===== src/rtl/if_stage_if.sv =====
// Instruction-memory request/acknowledge bus between the fetch stage and
// instruction memory. The fetch stage is the master.
interface if_stage_if #(
  parameter int size = 32
) ();
  logic            imem_req;
  logic [size-1:0] imem_addr;
  logic            imem_ack;
  logic [size-1:0] imem_rdata;

  modport master (output imem_req, output imem_addr, input imem_ack, input imem_rdata);
  modport slave  (input imem_req, input imem_addr, output imem_ack, output imem_rdata);
endinterface


===== src/rtl/if_stage.sv =====
// Instruction-fetch stage: owns the PC, talks to instruction memory over req/ack,
// and feeds the IF/ID register, with stall, redirect squash and a one-entry hold buffer.
module if_stage #(
  parameter int              size     = 32,
  parameter logic [size-1:0] RESET_PC = '0
) (
  input  logic            CLK,
  input  logic            RESET_N,
  input  logic            stall,
  input  logic            redirect,
  input  logic [size-1:0] redirect_pc,
  if_stage_if.master      imem,
  output logic [size-1:0] PC_IF,
  output logic [size-1:0] idata_IF,
  output logic            valid_IF
);

  typedef enum logic [1:0] {REQ, DRAIN, HOLD} state_t;

  localparam logic [size-1:0] inc = size'(4);

  state_t          state, state_d;
  logic [size-1:0] pc, pc_d;
  logic [size-1:0] req_addr, req_addr_d;
  logic [size-1:0] hold_data, hold_data_d;
  logic [size-1:0] hold_pc, hold_pc_d;
  logic [size-1:0] pc_if_d, idata_d;
  logic            valid_d;
  logic [size-1:0] target;
  logic            ack;

  assign target = redirect_pc & ~{{(size-2){1'b0}}, 2'b11};

  // The request is gated by reset so it drops the instant reset asserts.
  assign imem.imem_req  = RESET_N && (state != HOLD);
  assign imem.imem_addr = req_addr;
  assign ack            = imem.imem_req && imem.imem_ack;

  always_comb begin
    // NOTE: every signal assigned here gets a default first, so no path leaves
    // one unassigned and no latch is inferred.
    state_d     = state;
    pc_d        = pc;
    req_addr_d  = req_addr;
    hold_data_d = hold_data;
    hold_pc_d   = hold_pc;
    pc_if_d     = PC_IF;
    idata_d     = idata_IF;
    valid_d     = valid_IF;

    unique case (state)
      REQ: begin
        if (redirect) begin
          valid_d = 1'b0;
          pc_d    = target;
          if (ack) req_addr_d = target;
          else     state_d    = DRAIN;
        end else if (ack) begin
          if (!stall) begin
            pc_if_d    = req_addr;
            idata_d    = imem.imem_rdata;
            valid_d    = 1'b1;
            req_addr_d = req_addr + inc;
            pc_d       = req_addr + inc;
          end else begin
            hold_data_d = imem.imem_rdata;
            hold_pc_d   = req_addr;
            state_d     = HOLD;
          end
        end else if (!stall) begin
          valid_d = 1'b0;
        end
      end

      DRAIN: begin
        if (redirect || !stall) valid_d = 1'b0;
        // The old request finishes here; its data is wrong-path and dropped.
        if (ack) begin
          req_addr_d = redirect ? target : pc;
          pc_d       = redirect ? target : pc;
          state_d    = REQ;
        end else if (redirect) begin
          pc_d = target;
        end
      end

      HOLD: begin
        if (redirect) begin
          valid_d    = 1'b0;
          req_addr_d = target;
          pc_d       = target;
          state_d    = REQ;
        end else if (!stall) begin
          pc_if_d    = hold_pc;
          idata_d    = hold_data;
          valid_d    = 1'b1;
          req_addr_d = hold_pc + inc;
          pc_d       = hold_pc + inc;
          state_d    = REQ;
        end
      end

      default: state_d = REQ;
    endcase
  end

  // NOTE: state uses non-blocking assignments so every register samples the
  // pre-edge values computed above, independent of statement order.
  always_ff @(posedge CLK or negedge RESET_N) begin
    if (!RESET_N) begin
      state     <= REQ;
      pc        <= RESET_PC;
      req_addr  <= RESET_PC;
      // NOTE: the hold buffer is a plain register pair, so it is cleared on
      // reset along with the outputs; no memory array is involved.
      hold_data <= '0;
      hold_pc   <= '0;
      PC_IF     <= '0;
      idata_IF  <= '0;
      valid_IF  <= 1'b0;
    end else begin
      state     <= state_d;
      pc        <= pc_d;
      req_addr  <= req_addr_d;
      hold_data <= hold_data_d;
      hold_pc   <= hold_pc_d;
      PC_IF     <= pc_if_d;
      idata_IF  <= idata_d;
      valid_IF  <= valid_d;
    end
  end

endmodule


===== src/flat_wrapper.sv =====
// flat-port wrapper written by rule: the top's interface ports become plain ports
module if_stage_flat 
#(
  parameter int              size     = 32,
  parameter logic [size-1:0] RESET_PC = '0
)
  (CLK, RESET_N, stall, redirect, redirect_pc, PC_IF, idata_IF, valid_IF, imem_imem_req, imem_imem_addr, imem_imem_ack, imem_imem_rdata);
  if_stage_if #(.size(size)) imem_i ();
  input  logic CLK;
  input  logic RESET_N;
  input  logic stall;
  input  logic redirect;
  input  logic [size-1:0] redirect_pc;
  output logic [size-1:0] PC_IF;
  output logic [size-1:0] idata_IF;
  output logic valid_IF;
  output wire logic [$bits(imem_i.imem_req)-1:0] imem_imem_req;
  output wire logic [$bits(imem_i.imem_addr)-1:0] imem_imem_addr;
  input wire logic [$bits(imem_i.imem_ack)-1:0] imem_imem_ack;
  input wire logic [$bits(imem_i.imem_rdata)-1:0] imem_imem_rdata;
  assign imem_imem_req = imem_i.imem_req;
  assign imem_imem_addr = imem_i.imem_addr;
  assign imem_i.imem_ack = imem_imem_ack;
  assign imem_i.imem_rdata = imem_imem_rdata;
  if_stage #(.size(size), .RESET_PC(RESET_PC)) u_core (.CLK(CLK), .RESET_N(RESET_N), .stall(stall), .redirect(redirect), .redirect_pc(redirect_pc), .imem(imem_i), .PC_IF(PC_IF), .idata_IF(idata_IF), .valid_IF(valid_IF));
endmodule

===== config.mk =====
export PLATFORM = sky130hd
export DESIGN_NAME = if_stage_flat
export DESIGN_NICKNAME = d
export VERILOG_FILES = /design/src/rtl/if_stage_if.sv /design/src/rtl/if_stage.sv /design/src/flat_wrapper.sv
export SDC_FILE = /design/constraint.sdc
export NUM_CORES = 1
export LEC_CHECK = 0
export CORE_MARGIN = 3
export CORE_UTILIZATION = 50
export CTS_CLUSTER_DIAMETER = 50
export CTS_CLUSTER_SIZE = 40
export DETAILED_ROUTE_END_ITERATION = 8
export PLACE_DENSITY_LB_ADDON = 0.25
export SLEW_MARGIN = 0
export SYNTH_ARGS = -nofsm -noshare
export SYNTH_HDL_FRONTEND = slang
export SYNTH_SLANG_ARGS = --single-unit

===== constraint.sdc =====
create_clock -name CLK -period 3.2 [get_ports CLK]
set_clock_uncertainty 0.15 [all_clocks]
set_input_delay 0.64 -clock CLK [delete_from_list [all_inputs] [get_ports CLK]]
set_output_delay 0.64 -clock CLK [all_outputs]
set_load 0.02 [all_outputs]

==> run summary, run 1 <==
Crit path launch type = primary input
Critical Path AT = 2250 ps
CTS buffer count = 17
Die X = 149 um
Routability cong. = 0.907
Root Buffer Master = clkbuf_16
Final WL = 28500 um
Core area = 19700 um2
Pwr Density = 1030 nW/um2
Total Routing Usage GR = 26.2%
First drt pass iteration count = 5
Die ar. = 22100 um2
Antenna violations before repair = 0
Clock Tree Buf Depth = 2
First-pass GRT wire length = 45600 um
Synth top area share = 48.0%
Starting Density = 51.5%
CTS clk-pin slew, worst paths = 70 ps
Area Growth Syn to Fin = 26.5%
Largest net degree at the start of global routing = 75
Setup-failing EPs final = 0
Area after DPL = 12200 um2
CTS tree = done
Clk sinks = 195
Post-synth top flop = dfrtp_1
Synth top area cells = dfrtp_1 (48%), mux2_2 (8.2%), mux2i_1 (6.7%)
Pins Over Slew Limit = 0
Status = finished clean
Minimum clock period = 3040 ps
Clock Latency Late Sink = 430 ps
Worst r2r src = u_core.hold_pc[3]
Ys async rst share = 100%
First DRT Iteration DRCs = 741
Final #Nets = 1256
Crit Path Category = in -> out
Fin area = 12900 um2
Hold Startpoint = u_core.PC_IF[30]
Via density = 5.84
Req. time, crit path = 2410 ps
Unrepaired setup endpoints after global routing = false
Max cap viols = 0
DRC viols = 0
Slew HR = 32.1%
Final hold vios = 0
Worst Path Max Fanout = 7
Distinct cells, synth = 58
H-Tree Depth = 4
Number of enable flip-flop cells after synthesis = 0
Cell taking the most area after synthesis = dfrtp_1
PnR worst setup slack = 162 ps
Routed vias = 8515
Worst min-delay path category = reg -> reg
Syn Area/Cell = 9.83 um2
# IOs = 167
Peak VDD IR = 585 uV
Vias in the first global route = 8233
DP Cell Count = 1426
Non-Filler Instances = 1459
Max Fclk = 329 MHz
Worst hold margin = 327 ps
FP Rows = 51
Share of cells above drive strength 1 = 13.6%
Sequential fraction of the synthesis area = 48.0%
Synth Net Count = 1109
I/O Buffers = 164
Most frequent cell after synthesis = dfrtp_1
Crit path launch = RESET_N
Tcrit/Tclk final = 94.9%
DRT antenna net count = 0
Netlist area before placement = 10200 um2
Die height = 149 um
CTS resizes = 0
Mapped Cells = 1034
Post-CTS setup buffers = 0
CTS Hold Bufs = 1
Remaining global-route overflow = 0
Setup Total Neg Slack = 0 ps
Ant diodes = 0
Place WS = 154 ps
Critical Path End Type = output port
P_leak = 5.29 nW
Yosys Warn Count = 0
Seq cells post-synth = 195
Worst-Margin Slew = 1020 ps
HPWL Detailed = 19900 um
Top post-synthesis cells by count = dfrtp_1 (195), nand2_1 (161), o21ai_0 (131), mux2_2 (74), mux2i_1 (68)
Routed len/inst = 19.5 um
==> registers in the layout, indices dropped and copies added (netlist names) <==
register and count:
u_core.imem.imem_addr 32, u_core.hold_pc 32, u_core.hold_data 32, u_core.valid_IF 1, u_core.PC_IF 32, u_core.idata_IF 32
u_core.pc 32, u_core.state 2
==> cells in the final DEF, fill, tap and decap left out, types with 16 or more instances in the layout <==
master,count
a21oi_1,17
buf_4,37
clkbuf_16,17
clkdlybuf4s50_1,163
dfrtp_1,195
inv_1,16
mux2_2,74
mux2i_1,68
nand2_1,161
nand3_1,25
nand4_1,18
nor2_1,30
nor3_1,18
o21ai_0,131
o31ai_1,16
xnor2_1,22
xor2_1,16
==> worst max-delay path, cell delays in order <==
cell and delay (ps):
dlygate4sd3_1 610, clkbuf_8 190, nor2b_1 170, clkdlybuf4s50_1 620
==> routing by layer <==
layer  GRT usage (%)  vias to the layer above  share of wire [%]
li1                -                     4043                  -
met1            35.8                     4079                 43
met2            40.9                      353                 47
met3            7.40                       40                8.7
met4            7.99                        0                1.9
met5               0                        -                  0
==> path summary, 6_finish.rpt <==
path | endpoint | slack (ps) | depth (start not counted)
max | imem_imem_req | 160 | 4
min | u_core.PC_IF[30] | 330 | 2
max reg2reg | u_core.pc[26] | 300 | 7
min reg2reg | u_core.PC_IF[30] | 330 | 2
max in group asynchronous | u_core.hold_pc[30] | 600 | 4
min in group asynchronous | u_core.state[1] | 530 | 2
==> where the power goes <==
part	internal, mW	switching (mW)
Sequential	3.62	1.14
Combinational	2.91	3.40
Clock	1.22	1.01
Total	7.75	5.55
==> per-stage QoR <==
step / util, % / total power, mW
after floorplan: - / 8.39
after detailed placement: 62.0 / 11.1
final: 65.2 / 13.3
after global placement: 62.0 / 10.9
after CTS: 65.2 / 13.3
after global routing: 65.2 / 14.2
==> area by class of cell <==
type | instances | area [um2]
fill | 1645 | 6860
multi-input combinational | 744 | 4940
sequential | 195 | 4880
timing repair buffer | 207 | 2030
clock buffer | 19 | 453
tap | 265 | 332
clock inverter | 13 | 160
inverter | 16 | 60.1
==> cell families after synthesis <==
kind of cell,share of synthesized area [%]
XOR/XNOR,3.28
buffers and inverters,3.69
flip-flops,48.0
adder cells (fa/ha/maj),0.739
AND/OR/NAND/NOR,14.2
multiplexers,14.9
AO/OA/AOI/OAI,15.1
(Power assumes the default switching activity.)
==> inputs of run 2 (changes only) <==
--- a/config.mk
+++ b/config.mk
@@ -5,6 +5,7 @@
 export SDC_FILE = /design/constraint.sdc
 export NUM_CORES = 1
 export LEC_CHECK = 0
+export CAP_MARGIN = 30
 export CORE_MARGIN = 3
 export CORE_UTILIZATION = 50
 export CTS_CLUSTER_DIAMETER = 50
==> constraint.sdc (replaced) <==
create_clock -name CLK -period 3.2 [get_ports CLK]
set_clock_uncertainty 0.15 [all_clocks]
set_input_delay 0.32 -clock CLK [delete_from_list [all_inputs] [get_ports CLK]]
set_output_delay 0.32 -clock CLK [all_outputs]
set_load 0.02 [all_outputs]
==> run 2 against run 1 <==
Die area did not move. Clock-buffer cell count fell by 1. Cell count fell by 0.75%. Worst setup slack improved by 230 ps. Power fell by 1.0%. Combinational power fell by 0.8%. Fmax rose by 8.1%. Worst hold slack barely moved. Sequential power rose by 0.8%. Largest power group unchanged. Highest routed layer unchanged.
==> run summary, run 2 (synthesis gave the netlist of run 1 again) <==
Area after DPL = 12200 um2
Max Fclk = 356 MHz
Die height = 149 um
CTS tree = done
Final #Nets = 1246
Routed len/inst = 19.8 um
H-Tree Depth = 4
Total Routing Usage GR = 26.3%
Status = finished clean
Sw power = 5.57 mW
Slew HR = 33.3%
Die ar. = 22100 um2
Unrepaired setup endpoints after global routing = false
Core area = 19700 um2
Part of the power in combinational logic = 47.5%
Pins Over Slew Limit = 0
Slowest cell on crit path = or4_1
Worst min-delay path category = reg -> reg
Max cap viols = 0
Most common cell after layout, fill and taps aside = dfrtp_1
Share of cells above drive strength 1 = 12.7%
Die X = 149 um
HPWL Detailed = 19600 um
Via density = 5.93
DRT antenna net count = 0
CTS buffer count = 17
Largest net degree at the start of global routing = 129
# fillers = 1643
Critical Path AT = 3000 ps
Hold Startpoint = u_core.PC_IF[19]
Final WL = 28600 um
Tcrit/Tclk final = 87.9%
Final hold vios = 0
Clk sinks = 195
Ant diodes = 0
DRC viols = 0
Peak VDD IR = 776 uV
# IOs = 167
Clock Latency Late Sink = 440 ps
Vias in the first global route = 8470
Antenna violations before repair = 0
Minimum clock period = 2810 ps
First drt pass iteration count = 7
Routed vias = 8584
Starting Density = 51.5%
Routability cong. = 0.920
Crit path launch = u_core.hold_pc[3]
Req. time, crit path = 3390 ps
CTS resizes = 0
P_leak = 5.22 nW
Worst-Margin Slew = 997 ps
Area Growth Syn to Fin = 25.4%
Clock Tree Buf Depth = 2
DP Cell Count = 1416
Switching Fraction = 42.3%
Worst hold margin = 327 ps
First-pass GRT wire length = 45800 um
Worst Path Max Fanout = 11
Critical Path End Type = register
FP Rows = 51
Seq. cell area = 4880 um2
Worst r2r src = u_core.hold_pc[3]
Remaining global-route overflow = 0
Setup-failing EPs final = 0
Flop-to-flop setup slack = 390 ps
Fin area = 12700 um2
Pwr Density = 1030 nW/um2
Root Buffer Master = clkbuf_16
First DRT Iteration DRCs = 579
Cells along the critical path = ha_1, nand4_2, or3_4, or4_1, xnor2_1, a21oi_1, o31ai_1
Crit path launch type = register
I/O Buffers = 164
P_int = 7.59 mW
Clock Power Share = 16.0%
Area of the multi-input gates = 4940 um2
Total power = 13.2 mW
Non-Filler Instances = 1448
Sequential power share = 36.4%
Commonest cells after routing, fill and taps aside = dfrtp_1 (195), clkdlybuf4s50_1 (163), nand2_1 (161)
CTS clk-pin slew, worst paths = 70 ps
Crit Path Category = reg -> reg
Setup Total Neg Slack = 0 ps
Critical Path Max Stage Delay = 540 ps
==> run 2: stage by stage <==
| stage | worst slack, ps | utilization [%] |
|---|---|---|
| 2_1_floorplan | 388 | - |
| 3_3_place_gp | 501 | 61.7 |
| 3_5_place_dp | 450 | 61.7 |
| 4_1_cts | 381 | 64.6 |
| 5_1_grt | 196 | 64.6 |
| 6_report | 388 | 64.6 |
==> run 2: layout make-up <==
| cell class | instances | area share [%] |
|---|---|---|
| Sequential cell | 195 | 38.3 |
| Timing Repair Buffer | 197 | 15.5 |
| Multi-Input combinational cell | 744 | 38.7 |
| Clock buffer | 18 | 3.37 |
| Inverter | 16 | 0.471 |
| Clock inverter | 13 | 1.07 |
| Tap cell | 265 | 2.60 |
==> run 2: layer usage <==
metal	track usage [%]	wire [um]	up-vias
li1	-	-	4020
met1	37.0	12800	4164
met2	41.0	13200	343
met3	4.84	1970	57
met4	9.24	736	0
met5	0	0	-
==> run 2: power groups by stage <==
stage	Combinational [mW]	Clock, mW	Sequential, mW
after global routing	6.81	2.25	4.96
after floorplan	3.30	0	5.09
after CTS	6.26	2.14	4.77
after detailed placement	6.22	0	4.82
after global placement	6.11	0	4.75
final	6.26	2.11	4.80
==> run 2: final timing paths <==
path | endpoint | cells after the start
worst max-delay path | u_core.pc[26] | 7
worst min-delay path | u_core.PC_IF[19] | 2
worst max register to register | u_core.pc[26] | 7
worst min register to register | u_core.PC_IF[19] | 2
max in group asynchronous | u_core.hold_data[0] | 4
min in group asynchronous | u_core.hold_pc[6] | 3
==> run 2: timing repair <==
action,4_1_cts,5_1_grt
endpoints found under the hold margin,127,0
buffers inserted,0,0
hold buffers,1,0
endpoints found under the setup margin,0,0
==> run 2: worst max-delay path, delay by kind of cell (launching register included) <==
kind                       cells  cell delay, ps
and+or+nand+nor                3            1270
adders and majority gates      1             270
DFF                            1             460
xor gates and xnor gates       1             170
AOI/OAI and AO/OA              2             390
==> inputs of run 3 (changes only) <==
--- a/config.mk
+++ b/config.mk
@@ -7,11 +7,12 @@
 export LEC_CHECK = 0
 export CAP_MARGIN = 30
 export CORE_MARGIN = 3
-export CORE_UTILIZATION = 50
+export CORE_UTILIZATION = 30
 export CTS_CLUSTER_DIAMETER = 50
 export CTS_CLUSTER_SIZE = 40
 export DETAILED_ROUTE_END_ITERATION = 8
 export PLACE_DENSITY_LB_ADDON = 0.25
+export SKIP_CTS_REPAIR_TIMING = 1
 export SLEW_MARGIN = 0
 export SYNTH_ARGS = -nofsm -noshare
 export SYNTH_HDL_FRONTEND = slang
==> run 3 against run 2 <==
The flow now finishes with violations (negative hold slack). Power is 0.66% higher. Die area up 64%. Via count decreased by 1.6%. Highest routed layer unchanged.
==> run summary, run 3 (synthesis gave the netlist of run 1 again) <==
Max cap viols = 0
I/O Buffers = 164
# fillers = 3265
Req. time, crit path = 3370 ps
Area Growth Syn to Fin = 27.8%
Met1 Use GR = 23.9%
Finished Core Util = 39.4%
Place WS = 440 ps
Die height = 190 um
M3 GR Usage = 3.92%
Final #Nets = 1251
Met2 Resource Use GR = 28.1%
Final WL = 31300 um
# IOs = 167
Slew HR = 39.8%
Core area = 32900 um2
First-pass GRT wire length = 49200 um
Worst Path Max Fanout = 11
Via density = 5.19
DRT antenna net count = 0
Crit path launch type = register
Commonest cells after routing, fill and taps aside = dfrtp_1 (195), clkdlybuf4s50_1 (162), nand2_1 (161)
Total Routing Usage GR = 17.5%
Remaining global-route overflow = 0
Clock Tree Buf Depth = 2
Worst-Margin Slew = 903 ps
H-Tree Depth = 4
Clk sinks = 195
Die X = 190 um
CTS tree = done
PnR worst setup slack = 421 ps
First DRT Iteration DRCs = 583
Vias in the first global route = 8365
HPWL Detailed = 22000 um
Non-Filler Instances = 1628
Worst hold margin = -53.7 ps
Most common cell after layout, fill and taps aside = dfrtp_1
Pwr Density = 1020 nW/um2
Worst min-delay path category = in -> async
Share of cells above drive strength 1 = 13.1%
Slowest cell on crit path = or3_4
Setup Total Neg Slack = 0 ps
Cells along the critical path = ha_1, nand4_2, or3_4, o311a_1, a211oi_1, a221oi_1, mux2_2
Ant diodes = 0
Crit Path Category = reg -> reg
Critical Path End Type = register
Die ar. = 36100 um2
Pins Over Slew Limit = 0
Unrepaired setup endpoints after global routing = false
Max Fclk = 360 MHz
Largest net degree at the start of global routing = 134
First drt pass iteration count = 6
Setup-failing EPs final = 0
Area after DPL = 12400 um2
Routability cong. = 0.881
Critical Path AT = 2950 ps
Starting Density = 30.8%
Final hold vios = 18
Critical Path Max Stage Delay = 530 ps
CTS clk-pin slew, worst paths = 70 ps
Minimum clock period = 2780 ps
Clock Latency Late Sink = 430 ps
Worst Path Buf+Inv = 0
Status = finished, violations left
Root Buffer Master = clkbuf_16
Antenna violations before repair = 0
Delay-heaviest family, CP = compound AO/OA/AOI/OAI gates
Tcrit/Tclk final = 86.8%
FP Rows = 66
Total power = 13.2 mW
Routed vias = 8446
Routed len/inst = 19.2 um
Peak VDD IR = 454 uV
P_leak = 5.24 nW
CTS buffer count = 17
DP Cell Count = 1599
Grt peak-use layer = met2
DRC viols = 0
Fin area = 13000 um2
Failing checks = negative hold slack
## run 3: path summary, 6_finish.rpt
path	start	endpoint	slack, ps	cells past startpoint
hold reg to reg	u_core.PC_IF[13]	u_core.PC_IF[13]	330	2
hold / removal	RESET_N	u_core.pc[3]	-50	2
min in group CLK	redirect	u_core.state[0]	140	3
max in group asynchronous	RESET_N	u_core.hold_pc[22]	1660	3
setup reg to reg	u_core.hold_pc[2]	u_core.pc[22]	420	7
setup / recovery	u_core.hold_pc[2]	u_core.pc[22]	420	7
## run 3: layout make-up
class	instances	area, um2	area share [%]
Tap cell	442	553	4.26
Clock inverter	10	111	0.858
Sequential cell	195	4880	37.6
Multi-Input combinational cell	744	4940	38.0
Clock buffer	19	443	3.41
Inverter	16	60.1	0.463
Timing Repair Buffer	202	2000	15.4
## run 3: metal layers
metal  up-vias  share of wire, %
met3        29               7.1
met2       285                47
li1       4017                 -
met1      4115                44
met5         -                 0
met4         0               1.5
## run 3: power breakdown
part / total (mW) / internal (mW) / switching (mW) / leakage, nW
logic: 6.33 / 2.91 / 3.41 / 2.51
clock network: 2.13 / 1.16 / 0.971 / 0.267
registers: 4.79 / 3.62 / 1.17 / 2.45
total: 13.2 / 7.69 / 5.56 / 5.24
